## src/rtl/fxp_pkg.sv

```systemverilog
// Shared fixed-point helpers: pipeline depth of the complex multiplier and a
// round-half-up / range-reduce function that the FFT butterflies also call.
package fxp_pkg;

    localparam int unsigned CMULT_LAT  = 3;
    localparam int unsigned FXP_WIDE_W = 64;

    typedef logic signed [FXP_WIDE_W-1:0] fxp_wide_t;

    // Rounded, range-reduced value (still wide) plus the overflow flag.
    typedef struct packed {
        logic      ovf;
        fxp_wide_t val;
    } fxp_rs_t;

    // Add 2^(q-1), arithmetic shift right by q, then check against the n-bit
    // signed range. With sat set, out-of-range values clamp to the rails;
    // otherwise the caller keeps the low n bits (wrap).
    // The input must already be sign-extended to FXP_WIDE_W (so 2N+1 <= 64).
    function automatic fxp_rs_t fxp_round_sat_f(
        input fxp_wide_t   x,
        input int unsigned n,
        input int unsigned q,
        input logic        sat
    );
        fxp_rs_t   res;
        fxp_wide_t r;
        fxp_wide_t hi;
        fxp_wide_t lo;
        r  = (x + (fxp_wide_t'(1) <<< (q - 1))) >>> q;
        hi = (fxp_wide_t'(1) <<< (n - 1)) - fxp_wide_t'(1);
        lo = -(fxp_wide_t'(1) <<< (n - 1));
        res.ovf = (r > hi) || (r < lo);
        res.val = r;
        if (sat && (r > hi)) begin
            res.val = hi;
        end else if (sat && (r < lo)) begin
            res.val = lo;
        end
        return res;
    endfunction

endpackage

```

## src/rtl/fxp_round_sat.sv

```systemverilog
// Round-and-range step for one component of the complex product.
// FXP_CMULT_SAT_EN defined: clamp on overflow; undefined: wrap to N bits.
// ovf_c_o flags the overflow in both builds.
module fxp_round_sat
    import fxp_pkg::*;
#(
    parameter int unsigned N = 16,
    parameter int unsigned Q = 8
) (
    input  logic signed [2*N:0] sum_i,
    output logic [N-1:0]        res_c_o,
    output logic                ovf_c_o
);

`ifdef FXP_CMULT_SAT_EN
    localparam logic SAT = 1'b1;
`else
    localparam logic SAT = 1'b0;
`endif

    fxp_rs_t rs;

    // Round half toward +inf, shift out the extra fraction bits, reduce range.
    always_comb begin
        rs      = fxp_round_sat_f(fxp_wide_t'(sum_i), N, Q, SAT);
        res_c_o = N'(rs.val);
        ovf_c_o = rs.ovf;
    end

endmodule

```

## src/rtl/fxp_cmult_pipe.sv

```systemverilog
// Pipelined signed fixed-point complex multiplier P = A * B.
// S1: operands, S2: four full-width products, S3: rounded/range-reduced result.
// All stages advance together when the output is empty or being taken.
// Overflow handling is selected by FXP_CMULT_SAT_EN (clamp) vs default (wrap).
module fxp_cmult_pipe
    import fxp_pkg::*;
#(
    parameter int unsigned N = 16,
    parameter int unsigned Q = 8
) (
    input  logic         clk,
    input  logic         rst,
    input  logic [N-1:0] a_re,
    input  logic [N-1:0] a_im,
    input  logic [N-1:0] b_re,
    input  logic [N-1:0] b_im,
    input  logic         in_valid,
    output logic         in_ready,
    output logic [N-1:0] p_re,
    output logic [N-1:0] p_im,
    output logic         out_valid,
    input  logic         out_ready,
    output logic         ovf
);

    localparam int unsigned PW = 2 * N;
    localparam int unsigned SW = 2 * N + 1;

    logic                 adv_c;

    logic signed [N-1:0]  a_re_q, a_im_q, b_re_q, b_im_q;
    logic                 v1_q;

    logic signed [PW-1:0] p_rr_d, p_ii_d, p_ri_d, p_ir_d;
    logic signed [PW-1:0] p_rr_q, p_ii_q, p_ri_q, p_ir_q;
    logic                 v2_q;

    logic signed [SW-1:0] sum_re_d, sum_im_d;
    logic [N-1:0]         p_re_d, p_im_d;
    logic                 ovf_re_c, ovf_im_c, ovf_d;

    logic [N-1:0]         p_re_q, p_im_q;
    logic                 ovf_q;
    logic                 v3_q;

    // Global advance: the output slot is empty or is being consumed.
    assign adv_c    = out_ready || !v3_q;
    assign in_ready = adv_c;

    // Full-width products and the exact 2N+1-bit sum/difference.
    always_comb begin
        p_rr_d   = PW'(a_re_q) * PW'(b_re_q);
        p_ii_d   = PW'(a_im_q) * PW'(b_im_q);
        p_ri_d   = PW'(a_re_q) * PW'(b_im_q);
        p_ir_d   = PW'(a_im_q) * PW'(b_re_q);
        sum_re_d = SW'(p_rr_q) - SW'(p_ii_q);
        sum_im_d = SW'(p_ri_q) + SW'(p_ir_q);
        ovf_d    = ovf_re_c || ovf_im_c;
    end

    fxp_round_sat #(.N(N), .Q(Q)) u_rs_re (
        .sum_i   (sum_re_d),
        .res_c_o (p_re_d),
        .ovf_c_o (ovf_re_c)
    );

    fxp_round_sat #(.N(N), .Q(Q)) u_rs_im (
        .sum_i   (sum_im_d),
        .res_c_o (p_im_d),
        .ovf_c_o (ovf_im_c)
    );

    // Pipeline registers; everything holds while the output is stalled.
    always_ff @(posedge clk or posedge rst) begin
        if (rst) begin
            a_re_q <= '0;
            a_im_q <= '0;
            b_re_q <= '0;
            b_im_q <= '0;
            v1_q   <= 1'b0;
            p_rr_q <= '0;
            p_ii_q <= '0;
            p_ri_q <= '0;
            p_ir_q <= '0;
            v2_q   <= 1'b0;
            p_re_q <= '0;
            p_im_q <= '0;
            ovf_q  <= 1'b0;
            v3_q   <= 1'b0;
        end else if (adv_c) begin
            a_re_q <= a_re;
            a_im_q <= a_im;
            b_re_q <= b_re;
            b_im_q <= b_im;
            v1_q   <= in_valid;
            p_rr_q <= p_rr_d;
            p_ii_q <= p_ii_d;
            p_ri_q <= p_ri_d;
            p_ir_q <= p_ir_d;
            v2_q   <= v1_q;
            p_re_q <= p_re_d;
            p_im_q <= p_im_d;
            ovf_q  <= ovf_d && v2_q;
            v3_q   <= v2_q;
        end
    end

    assign p_re      = p_re_q;
    assign p_im      = p_im_q;
    assign ovf       = ovf_q;
    assign out_valid = v3_q;

endmodule

```

## config.mk

```make
export PLATFORM = sky130hd
export DESIGN_NAME = fxp_cmult_pipe
export DESIGN_NICKNAME = d
export VERILOG_FILES = /design/src/rtl/fxp_pkg.sv /design/src/rtl/fxp_round_sat.sv /design/src/rtl/fxp_cmult_pipe.sv
export SDC_FILE = /design/constraint.sdc
export NUM_CORES = 2
export LEC_CHECK = 0
export CAP_MARGIN = 30
export CORE_MARGIN = 3
export CORE_UTILIZATION = 35
export DETAILED_ROUTE_END_ITERATION = 12
export GPL_ROUTABILITY_DRIVEN = 0
export SLEW_MARGIN = 20
export SYNTH_ARGS = -nofsm -noshare
export SYNTH_HDL_FRONTEND = slang
export SYNTH_SLANG_ARGS = --single-unit
export TNS_END_PERCENT = 30
```

## constraint.sdc

```tcl
create_clock -name clk -period 19.08 [get_ports clk]
set_clock_uncertainty 0.1 [all_clocks]
set_input_delay 5.724 -clock clk [delete_from_list [all_inputs] [get_ports clk]]
set_output_delay 5.724 -clock clk [all_outputs]
set_load 0.02 [all_outputs]
```

After elaboration in Yosys (flattened, before gate mapping)
Index checks and enable logic that the tools add are counted.
{"block": "totals", "reg_bits": 228, "in_bits": 68, "elab_cells": 32}
{"block": "op_classes", "order_cmp": 4, "add_sub_neg": 4, "reduce_logical": 6, "n_mul": 4}
{"cell": "$mul 16x16->32", "n": 4}
{"cell": "$add 33x9->34 const B", "n": 2}
{"cell": "$gt 26x16->1 const B", "n": 2}
{"cell": "$lt 26x16->1 const B", "n": 2}
{"cell": "$add 32x32->33", "n": 1}
{"cell": "$sub 32x32->33", "n": 1}
{"cell": "$logic_or 1x1->1", "n": 4}
{"cell": "$logic_and 1x1->1", "n": 1}
{"cell": "$logic_not 1->1", "n": 1}

Logic depth before layout (Yosys ltp)
{"block": "logic_depth", "ltp_word": 6, "ltp_mapped": 28, "ltp_nobuf": 27}

Hierarchy
From an unflattened synthesis, not the netlist that was laid out.
{"block": "unflattened", "hier_cells": 5891, "area_unflattened_um2": 52280.1}
{"module": "fxp_cmult_pipe", "n_inst": 1, "cells_each": 5731, "area_each_um2": 51121.5}
{"module": "fxp_round_sat", "n_inst": 2, "cells_each": 80, "area_each_um2": 579.3}

Worst setup path before layout
No wires, ideal clock.
{"block": "synth_path", "path_type": "input-to-output", "startpoint": "input port out_ready", "endpoint": "output port in_ready", "required_ns": 13.256, "setup_slack_ns": 6.606, "t_arrival_ns": 6.650, "cell_stages": 5, "cell_sequence": "nor2b_1 > clkbuf_1 > inv_1 > clkbuf_1 > clkbuf_1"}
{"block": "synth_via", "elab_chain_cells": 1}
{"element": "start, declared", "line_no": "fxp_cmult_pipe.sv:22", "text": "input logic out_ready,"}
{"element": "$logic_or 1x1->1", "line_no": "fxp_cmult_pipe.sv:47", "text": "assign adv_c = out_ready || !v3_q;"}
{"element": "end, declared", "line_no": "fxp_cmult_pipe.sv:18", "text": "output logic in_ready,"}
No other way between the ends.

Final worst setup path
Ends and elaborated chain as after synthesis.

==> impl_metrics.tcl <==
set metrics [dict create \
    finalHoldViolations 0 \
    grt_pass1_wl_um 206200 \
    maxCapViolCount 0 \
    vias_per_cell 4.813 \
    nFillCells 14470 \
    tritoncts "yes" \
    synthToLayoutAreaGrowth_pct 8.494 \
    dp.final_hpwl_um 94250 \
    num-nets-final 7075 \
    path_clk_slew_ns 0.05 \
    ys_warn_count 0 \
    synth.avg_cell_area_um2 9.112 \
    drv_slew 0 \
    layout_min_cycle_time_ns 13.23 \
    drtPass1Iterations 5 \
    async_flop_share 1.000 \
    path_max_fanout 66 \
    synth_edf_count 0 \
    clk-insertion-delay-late_ns 0.62 \
    yosys.area.top_type "fa_1" \
    die_y_um 385.7 \
    fp-row-count 138 \
    setup_slack_ns 5.854 \
    dieArea_um2 148800 \
    slew_headroom 0.2828 \
    antenna_found_initial 2 \
    drt_wl_total_um 126500 \
    port_buffers 102 \
    initial_core_util 0.3547 \
    critPathCaptureType "primary output" \
    synth_flop_cell "dfrtp_1" \
    die_x_um 385.7 \
    core_area_um2 142300 \
    root_buffer "clkbuf_16" \
    fmax_mhz 75.61 \
    drt-initial-drc-count 2003 \
    setup_viol 0 \
    cts_setup_buffers 0 \
    status "finished clean" \
    synth_cell_types 76 \
    io_pins 103 \
    via_count 35720 \
    holdWs_ns 0.3630 \
    grt.overflow.total 0 \
    netlist_instances 5538 \
    grt_pass1_vias 36670 \
    timing_worst_slew_pin_value_ns 1.076 \
    cp.required_ns 13.26 \
    rsz0062_at_grt "false" \
    wl_per_cell_um 17.05 \
    critPathLaunchType "primary input" \
    ys_ff_latch 228 \
    track_usage 0.1767 \
    cts_buffer_depth 3 \
    ys_seq_area_frac 0.1131 \
    cts_buffers 35 \
    synth_nets 7106 \
    synthTopCellsByArea "fa_1, dfrtp_1, ha_1" \
    cp.arrival_ns 7.40 \
    worstSetupPathType "primary input to primary output" \
    cts.repair.resized 0 \
    grt_max_degree 206 \
    drive_above_1_share 0.03019 \
    min_path_type "flop to flop" \
    clock_sinks 228 \
    hold_buffers 0 \
    htreeDepth 2 \
    fin_crit_sh 0.6932 \
    drc 0 \
    yosysTopAreaCellShare 0.4157 \
    ant_nets 0 \
    dp_slack_ns 5.843 \
    fin_tns_setup_ns 0 \
    synth.cell_area_um2 50460 \
]
[flip-flops by register name, indices dropped and copies added, names as in the netlist, 16 cells and up]
| name | cells |
|---|---|
| p_re | 16 |
| p_ir_q | 32 |
| p_im | 16 |
| p_ri_q | 32 |
| p_ii_q | 32 |
| a_re_q | 16 |
| b_re_q | 16 |
| b_im_q | 16 |
| p_rr_q | 32 |
| a_im_q | 16 |
[cell families (layout without fill, tap and decap cells)]
kind of cell | Yosys count | count (layout) | share of synthesized area
other | 0 | 1 | 0
AND/OR/NAND/NOR | 1724 | 1724 | 0.1626
adder cells (fa/ha/maj) | 1500 | 1500 | 0.5278
AO/OA/AOI/OAI | 470 | 470 | 0.05854
multiplexers | 3 | 3 | 0.0006446
XOR/XNOR | 175 | 175 | 0.03037
buffers and inverters | 1438 | 1431 | 0.1070
flip-flops | 228 | 228 | 0.1131
[through the flow]
| step | cells | area, um2 | util |
|---|---|---|---|
| floorplan | 5538 | 50460 | - |
| global placement | 7358 | 53520 | 0.3762 |
| detailed placement | 7358 | 53520 | 0.3762 |
| CTS | 7419 | 54690 | 0.3844 |
| global route | 7421 | 54750 | 0.3848 |
| finish | 7422 | 54750 | 0.3848 |
[layout make-up]
cell class	count	area (um2)	share of cell area
Inverter	1196	4504	0.08227
Sequential cell	228	5712	0.1043
Timing Repair Buffer	174	1627	0.02971
Clock inverter	13	146.4	0.002674
Clock buffer	48	1026	0.01874
Multi-Input combinational cell	3872	39370	0.7190
Antenna cell	1	2.502	0.00004571
Tap cell	1890	2365	0.04319
[Yosys cell counts, types with 30 or more instances]
cell type  instances
inv_1           1194
fa_1            1048
nand2_1          820
and2_1           502
ha_1             452
clkbuf_1         232
dfrtp_1          228
nor2_1           194
a21oi_1          171
xnor2_1          107
o21ai_0          105
xor2_1            68
a21o_1            41
nand2b_1          40
nor3_1            36
nand3_1           30
[worst max-delay path, stage by stage]
cell             delay, ns
clkdlybuf4s50_1       0.50
nor2b_4               0.07
inv_8                 0.24
clkdlybuf4s50_1       0.74
[cell usage in the layout (no fill, tap or decap), drive strengths merged, types with 107 or more instances in the layout]
master and instances:
fa 1048, inv 1195, dfrtp 228, and2 502, a21oi 172, ha 452
xnor2 107, nor2 195, o21ai 112, nand2 821
[metal layers]
| metal | GRT usage | vias to the layer above | wire (um) |
|---|---|---|---|
| li1 | - | 16450 | - |
| met1 | 0.2527 | 18300 | 56660 |
| met2 | 0.2822 | 848 | 58900 |
| met3 | 0.02277 | 121 | 7026 |
| met4 | 0.04697 | 2 | 3921 |
| met5 | 0 | - | 13 |
[final timing paths]
path | start | to | slack [ns] | depth (start not counted)
worst min-delay path | b_re_q[11] | b_re_q[11] | 0.36 | 2
max in group asynchronous | rst | b_re_q[9] | 11.65 | 5
worst max register to register | b_im_q[15] | p_ri_q[31] | 11.42 | 22
min in group asynchronous | rst | p_re[6] | 5.48 | 2
worst min register to register | b_re_q[11] | b_re_q[11] | 0.36 | 2
worst max-delay path | out_ready | in_ready | 5.85 | 4
Power is left out: the tool's default activity adds up to more than one toggle a clock period on the data nets, which glitch-free logic cannot reach.
